[src/rtl/instr_mem_pkg.sv]
// Shared types and helpers for the fetch-stage instruction memory.
package instr_mem_pkg;

  typedef enum logic [0:0] {
    IM_INIT = 1'b0,
    IM_RUN  = 1'b1
  } im_state_t;

  // One byte lane of a byte-enable merge: take the new byte where enabled.
  function automatic logic [7:0] be_merge(input logic [7:0] old_byte,
                                          input logic [7:0] new_byte,
                                          input logic       be);
    logic [7:0] res;
    if (be) begin
      res = new_byte;
    end else begin
      res = old_byte;
    end
    return res;
  endfunction

  // A byte address is bad when misaligned or beyond the 2**aw word window.
  function automatic logic addr_bad(input logic [31:0] addr, input int aw);
    logic [31:0] hi;
    hi = addr >> (aw + 2);
    return (addr[1:0] != 2'b00) || (hi != 32'h0000_0000);
  endfunction

endpackage

[src/rtl/instr_mem_array.sv]
// DEPTH x DATA_WIDTH storage: one byte-enable write port, one async read port.
module instr_mem_array
  import instr_mem_pkg::*;
#(
  parameter int DATA_WIDTH = 32,
  parameter int ADDR_WIDTH = 5
) (
  input  logic                    clk,
  input  logic                    we,
  input  logic [ADDR_WIDTH-1:0]   wr_idx,
  input  logic [DATA_WIDTH-1:0]   wr_data,
  input  logic [DATA_WIDTH/8-1:0] wr_be,
  input  logic [ADDR_WIDTH-1:0]   rd_idx,
  output logic [DATA_WIDTH-1:0]   rd_data
);

  localparam int DEPTH  = 2 ** ADDR_WIDTH;
  localparam int NBYTES = DATA_WIDTH / 8;

  logic [DATA_WIDTH-1:0] mem [DEPTH];
  logic [DATA_WIDTH-1:0] merged_s;

  // Build the word to store: new bytes where enabled, old bytes elsewhere.
  always_comb begin
    merged_s = mem[wr_idx];
    for (int i = 0; i < NBYTES; i++) begin
      merged_s[8*i +: 8] = be_merge(mem[wr_idx][8*i +: 8], wr_data[8*i +: 8], wr_be[i]);
    end
  end

  // Single-cycle write port; the array itself carries no reset.
  always_ff @(posedge clk) begin
    if (we) begin
      mem[wr_idx] <= merged_s;
    end
  end

  assign rd_data = mem[rd_idx];

endmodule

[src/rtl/instr_mem_fetch.sv]
// Fetch-stage instruction memory: self-initialising after reset, registered
// read with stall hold, byte-enable write port with write-first forwarding.
module instr_mem_fetch
  import instr_mem_pkg::*;
#(
  parameter int                    DATA_WIDTH = 32,
  parameter int                    ADDR_WIDTH = 5,
  parameter logic [DATA_WIDTH-1:0] INIT_WORD  = {DATA_WIDTH{1'b0}}
) (
  input  logic                    clk,
  input  logic                    rst,
  input  logic                    fetch_req,
  input  logic [31:0]             fetch_addr,
  input  logic                    fetch_stall,
  output logic                    fetch_valid,
  output logic [DATA_WIDTH-1:0]   fetch_instr,
  output logic                    fetch_err,
  input  logic                    wr_en,
  input  logic [31:0]             wr_addr,
  input  logic [DATA_WIDTH-1:0]   wr_data,
  input  logic [DATA_WIDTH/8-1:0] wr_be,
  output logic                    wr_err,
  output logic                    busy
);

  localparam int                    DEPTH    = 2 ** ADDR_WIDTH;
  localparam int                    NBYTES   = DATA_WIDTH / 8;
  localparam logic [ADDR_WIDTH-1:0] LAST_IDX = ADDR_WIDTH'(DEPTH - 1);

  im_state_t               state_r;
  logic [ADDR_WIDTH-1:0]   init_cnt_r;

  logic [ADDR_WIDTH-1:0]   fetch_idx_s;
  logic [ADDR_WIDTH-1:0]   wr_idx_s;
  logic                    fetch_bad_s;
  logic                    wr_bad_s;
  logic                    fetch_ok_s;
  logic                    wr_ok_s;
  logic                    arr_we_s;
  logic [ADDR_WIDTH-1:0]   arr_idx_s;
  logic [DATA_WIDTH-1:0]   arr_data_s;
  logic [NBYTES-1:0]       arr_be_s;
  logic [DATA_WIDTH-1:0]   rd_data_s;
  logic [DATA_WIDTH-1:0]   fwd_data_s;

  // Decode addresses, qualify requests, and steer the array write port
  // between the INIT fill and the external write port.
  always_comb begin
    fetch_idx_s = fetch_addr[ADDR_WIDTH+1:2];
    wr_idx_s    = wr_addr[ADDR_WIDTH+1:2];
    fetch_bad_s = addr_bad(fetch_addr, ADDR_WIDTH);
    wr_bad_s    = addr_bad(wr_addr, ADDR_WIDTH);
    fetch_ok_s  = fetch_req & ~busy;
    wr_ok_s     = wr_en & ~busy & ~wr_bad_s;
    if (busy) begin
      arr_we_s   = 1'b1;
      arr_idx_s  = init_cnt_r;
      arr_data_s = INIT_WORD;
      arr_be_s   = {NBYTES{1'b1}};
    end else begin
      arr_we_s   = wr_ok_s;
      arr_idx_s  = wr_idx_s;
      arr_data_s = wr_data;
      arr_be_s   = wr_be;
    end
  end

  // Write-first forwarding: a same-index write in this cycle is visible to the fetch.
  always_comb begin
    fwd_data_s = rd_data_s;
    if (wr_ok_s && (wr_idx_s == fetch_idx_s)) begin
      for (int i = 0; i < NBYTES; i++) begin
        fwd_data_s[8*i +: 8] = be_merge(rd_data_s[8*i +: 8], wr_data[8*i +: 8], wr_be[i]);
      end
    end else begin
      fwd_data_s = rd_data_s;
    end
  end

  instr_mem_array #(
    .DATA_WIDTH (DATA_WIDTH),
    .ADDR_WIDTH (ADDR_WIDTH)
  ) u_array (
    .clk     (clk),
    .we      (arr_we_s),
    .wr_idx  (arr_idx_s),
    .wr_data (arr_data_s),
    .wr_be   (arr_be_s),
    .rd_idx  (fetch_idx_s),
    .rd_data (rd_data_s)
  );

  // INIT/RUN sequencing plus all registered fetch and write-status outputs.
  always_ff @(posedge clk) begin
    if (rst) begin
      state_r     <= IM_INIT;
      init_cnt_r  <= '0;
      busy        <= 1'b1;
      fetch_valid <= 1'b0;
      fetch_instr <= INIT_WORD;
      fetch_err   <= 1'b0;
      wr_err      <= 1'b0;
    end else begin
      case (state_r)
        IM_INIT: begin
          if (init_cnt_r == LAST_IDX) begin
            state_r    <= IM_RUN;
            init_cnt_r <= '0;
            busy       <= 1'b0;
          end else begin
            init_cnt_r <= init_cnt_r + ADDR_WIDTH'(1);
            busy       <= 1'b1;
          end
        end
        IM_RUN: begin
          busy <= 1'b0;
        end
        default: begin
          state_r    <= IM_INIT;
          init_cnt_r <= '0;
          busy       <= 1'b1;
        end
      endcase

      wr_err <= wr_en & (busy | wr_bad_s);

      if (!fetch_stall) begin
        fetch_valid <= fetch_ok_s;
        if (fetch_ok_s) begin
          if (fetch_bad_s) begin
            fetch_err   <= 1'b1;
            fetch_instr <= INIT_WORD;
          end else begin
            fetch_err   <= 1'b0;
            fetch_instr <= fwd_data_s;
          end
        end else begin
          fetch_err <= 1'b0;
        end
      end
    end
  end

endmodule
[config.mk]
export PLATFORM = sky130hd
export DESIGN_NAME = instr_mem_fetch
export DESIGN_NICKNAME = d
export VERILOG_FILES = /design/src/rtl/instr_mem_pkg.sv /design/src/rtl/instr_mem_array.sv /design/src/rtl/instr_mem_fetch.sv
export SDC_FILE = /design/constraint.sdc
export NUM_CORES = 1
export LEC_CHECK = 0
export BUFFER_PORTS_ARGS = -buffer_cell sky130_fd_sc_hd__buf_2
export CAP_MARGIN = 40
export CORE_MARGIN = 10
export CORE_UTILIZATION = 35
export CTS_BUF_LIST = sky130_fd_sc_hd__clkbuf_16
export DETAILED_ROUTE_END_ITERATION = 8
export GPL_ROUTABILITY_DRIVEN = 0
export PLACE_DENSITY = 0.59
export SETUP_SLACK_MARGIN = 0.15
export SYNTH_ARGS = -nofsm -noshare
export SYNTH_HDL_FRONTEND = slang
export SYNTH_SLANG_ARGS = --single-unit
[constraint.sdc]
create_clock -name clk -period 7.73 [get_ports clk]
set_input_delay 0 -clock clk [delete_from_list [all_inputs] [get_ports clk]]
set_output_delay 0 -clock clk [all_outputs]
set_load 0.1 [all_outputs]
## Word-level counts from Yosys, hierarchy flattened

Memory sizes are Yosys's and may differ from the RTL's.
Index checks and enable logic that the tools add are counted.

| word-level totals | value |
|---|---|
| register bits | 42 |
| RAM bits | 1024 |
| output and inout bits | 36 |
| word-level logic and storage cells | 59 |
| memories kept | 1 |

| operators by class | value |
|---|---|
| add/subtract/negate cells | 1 |
| equality and inequality tests | 6 |
| mux-type cells | 23 |
| bitwise operators | 9 |
| reductions and logical operators | 12 |

Memory list:

| memory | depth | bits a word | rd ports | clocked after memory_dff | wr ports | line | RTL |
|---|---|---|---|---|---|---|---|
| u_array.mem | 32 | 32 | 1 | 0 | 1 | instr_mem_array.sv:20 | `logic [DATA_WIDTH-1:0] mem [DEPTH];` |

Operator list:

| cell | number |
|---|---|
| $mux 32 | 3 |
| $mux 8 | 8 |
| $reduce_bool 32->1 | 2 |
| $mux 5 | 2 |
| $reduce_and 2->1 | 5 |
| $mux 1 | 8 |
| $add 5x1->5 const B | 1 |
| $eq 5x5->1 | 1 |
| $eq 5x5->1 const B | 1 |
| $and 1x1->1 | 4 |
| $mux 4 | 1 |
| $ne 1x1->1 const B | 4 |
| $not 1->1 | 4 |
| $reduce_bool 2->1 | 2 |
| $logic_or 1x1->1 | 2 |
| $pmux 1 s2 | 1 |
| $logic_and 1x1->1 | 1 |
| $or 1x1->1 | 1 |

## Logic depth before layout (Yosys ltp)

| depth | value |
|---|---|
| word-level depth | 8 |
| depth in mapped cells | 10 |
| gate-level depth less buffers | 6 |

## By module

From an unflattened synthesis, not the netlist that was laid out.

| second synthesis, totals | value |
|---|---|
| cells, all modules | 2635 |
| area total of the unflattened synthesis | 42771.0 um2 |

Modules (own cells, without submodules):

| module | times used | cells each | area each (um2) |
|---|---|---|---|
| instr_mem_array | 1 | 2374 | 40386.2 |
| instr_mem_fetch | 1 | 261 | 2384.8 |

## Worst setup path after synthesis

No wires, ideal clock.

| path | value |
|---|---|
| kind | flip-flop to flip-flop |
| from | register busy |
| to | memory u_array.mem[1][16], enable pin |
| arrival time | 2.782 ns |
| data required time | 7.347 ns |
| slack | 4.564 ns |
| stages on the path, launching flop included | 7 |
| path buffers | 3 |
| clock period less this slack | 3.166 ns |
| cell sequence | dfxtp_1 -> buf_6 -> clkbuf_1 -> mux2i_1 -> nand2_1 -> clkbuf_1 -> nor3_1 |

| between the ends | value |
|---|---|
| word-level cells in the longest chain between the ends | 7 |
| elaborated cells between the ends (all ways) | 10 |
| those cells by class | 1 x eq/ne; 5 x mux; 3 x bitwise; 1 x reduce/logical |

RTL lines:

| what | line | RTL |
|---|---|---|
| start, declared | instr_mem_fetch.sv:23 | `output logic busy` |
| start signal, assigned | instr_mem_fetch.sv:98 | `busy <= 1'b1;` |
| start signal, assigned | instr_mem_fetch.sv:109 | `busy <= 1'b0;` |
| start signal, assigned | instr_mem_fetch.sv:112 | `busy <= 1'b1;` |
| $not 1->1 | instr_mem_fetch.sv:54 | `wr_ok_s = wr_en & ~busy & ~wr_bad_s;` |
| $and 1x1->1 (2 in series) | instr_mem_fetch.sv:54 |  |
| $mux 1 | instr_mem_fetch.sv:55 | `if (busy) begin` |
| $mux 1 | instr_mem_array.sv:33 | `if (we) begin` |
| $mux 1 (implied by the code) | instr_mem_array.sv:34 | `mem[wr_idx] <= merged_s;` |
| $reduce_and 2->1 (no source line) | -- |  |
| end, declared | instr_mem_array.sv:20 |  |

Parallel ways exist; a longest one is shown, timed or not.

## Worst setup path in the final report

| path | value |
|---|---|
| from | register busy |
| to | memory u_array.mem[31][11], enable pin |

The elaborated chain is that of the path after synthesis.

==> reports/results.txt <==
Outcome: completed
Cell Area, Synth: 41900 um^2
Post-DR vias/cell: 5.49
Worst EP required: 8040 ps
1st-pass router iterations: 6
Post-Route WL: 116 mm
CTS tree: done
Number of synthesized register bits: 1066
Chip Height: 366 um
DR iter-0 viols: 2594
Hold Path Class: in -> reg
Vias in the first global route: 23106
Fillers: 10433
# Max-Cap Violations: 0
Total GRT Usage: 0.168
Ant diodes: 0
Pin count of the biggest net entering global routing: 109
Worst vdd ir: 209 uV
Ys flop type: edfxtp_1
Critical Path AT: 3970 ps
Sink Count: 1066
Die area: 134000 um^2
Htree depth: 3
Seq/Total Area, Yosys: 0.753
Register area: 31600 um^2
Wire per inst: 28.3 um
LEAKAGE: 16.5 nW
Min-delay src: fetch_addr[6]
Smallest hold slack: 62.7 ps
CP Capture Type: register
Number of synthesized flops with an enable pin: 1024
Synth warn: 0
Final slew viol count: 0
Final worst path period need: 3660 ps
Cell variety after synth: 58
Inserted Clock Buffers: 107
Initial antenna violation count: 5
Top cells by area, synth: edfxtp_1 (73%), mux4_2 (11%), dfxtp_1 (2.0%)
Core Util, Final: 0.416
DR vias: 22517
DP HPWL: 75.8 mm
GRT overflow: 0
Synthesized net count: 2227
First-pass GRT wire length: 168 mm
Initial Utilization: 0.354
Setup violators final: 0
Worst Skew: 23.3 ps
Most common cell in the netlist: edfxtp_1
Area Overhead vs Synth: 17.7%
Cell count after synthesis: 2120
Worst Path Max Fanout: 34
Multi-input logic area: 10000 um^2
Pwr dens: 246 nW/um^2
Largest area contributor in the netlist: edfxtp_1
Setup TNS: 0 ps
Post-detailed-route count of antenna-violating nets: 0
Post-Syn Area per Cell: 19.8 um^2
Die W: 366 um
Commonest cells in the netlist: edfxtp_1 (1024), mux4_2 (214), nor3_1 (94)
Placed insts: 3857
Tcrit/Tclk final: 0.473
Worst Max-Slew Pin Slew: 939 ps
Core Footprint: 119000 um^2
Max Freq: 0.273 GHz
IO Pins: 141
Worst skew pair latency: 690 ps
Critical Path Source Type: register
Reg clk slew, reported paths: 60 ps
Power Total: 12.1 mW
RR Startpoint: busy
NumNets Final: 2512
Unrepaired setup endpoints after global routing: false
CTS root buf: clkbuf_16
Post-DP Area: 45400 um^2
Critical path class: reg -> reg
Number of port buffers: 140
Site row count: 126
Slew HR: 0.371
Share of cells above drive strength 1: 0.306
Synth top area share: 0.733
Setup ws final: 4070 ps
Synth async-reset ratio: 0
Longest Clk Path Bufs: 3
Pre-CTS WS: 4040 ps
Cell Count, Final, Fillers Out: 4099
Fin. Hold Viols: 0
# DRC: 0
Design area: 49400 um^2
CP startpoint: busy
## final timing paths
check,end,slack (ps),cells past startpoint
min,fetch_instr[5],60,4
max,u_array.mem[31][11],4070,5
min reg2reg,fetch_instr[21],460,2
max reg2reg,u_array.mem[31][11],4070,5
## routing by layer
| metal | GRT usage | wire (um) | vias to the layer above |
|---|---|---|---|
| met4 | 0.0516 | 3180 | 2 |
| li1 | - | - | 9459 |
| met3 | 0.0363 | 10100 | 149 |
| met2 | 0.265 | 54400 | 1082 |
| met1 | 0.232 | 48500 | 11825 |
| met5 | 0 | 13 | - |
## cell type report
| cell class | instances | area share |
|---|---|---|
| sequential | 1066 | 0.640 |
| multi-input combinational | 909 | 0.203 |
| clock buffer | 110 | 0.0558 |
| timing repair buffer | 313 | 0.0440 |
| tap | 1600 | 0.0406 |
| clock inverter | 93 | 0.0164 |
| inverter | 8 | 0.000608 |
## flip-flops by register name, indices dropped and copies added, names as in the netlist
signal       cells
wr_err           1
state_r          1
fetch_instr     32
fetch_err        1
init_cnt_r       5
busy             1
u_array.mem   1024
fetch_valid      1
## cell usage in the layout (no fill, tap or decap), drive strengths merged, types with 13 or more instances in the layout
cell | Yosys | layout
and2 | 15 | 15
nand4 | 14 | 14
dfxtp | 42 | 42
nand3 | 21 | 21
or2 | 13 | 13
mux4 | 214 | 214
clkinv | 0 | 43
bufinv | 0 | 13
nor3 | 95 | 95
o22ai | 64 | 64
nand2 | 35 | 35
edfxtp | 1024 | 1024
nor2 | 65 | 65
nor4 | 18 | 18
buf | 81 | 273
dlygate4sd3 | 0 | 39
a221o | 13 | 13
mux2i | 76 | 76
a32oi | 16 | 16
inv | 8 | 37
mux2 | 27 | 27
a22oi | 34 | 34
nor2b | 43 | 43
clkbuf | 56 | 110
## critical path, stage by stage (launching register included)
cell and delay, ps:
dfxtp_4 950, buf_4 620, a32oi_2 210, buf_4 310, or2_2 510, nor2_1 660
## kinds of logic after synthesis
family                     share of synthesized area
xor gates and xnor gates                     0.00104
AOI/OAI and AO/OA                             0.0376
buffers and inverters                         0.0163
DFF                                            0.753
adders and majority gates                   0.000596
and+or+nand+nor                               0.0512
muxes                                          0.140
## timing repair
item                      CTS  global route
setup buffers               0             0
hold buffers               39             0
hold endpoints to repair  820             0
resized for setup           0             0
## power breakdown
| group | total, mW | internal [mW] | switching (mW) |
|---|---|---|---|
| Sequential | 6.32 | 6.30 | 0.0178 |
| Combinational | 0.594 | 0.244 | 0.350 |
| Clock | 5.22 | 3.02 | 2.20 |
No activity file was read; power rests on OpenSTA's default activity.
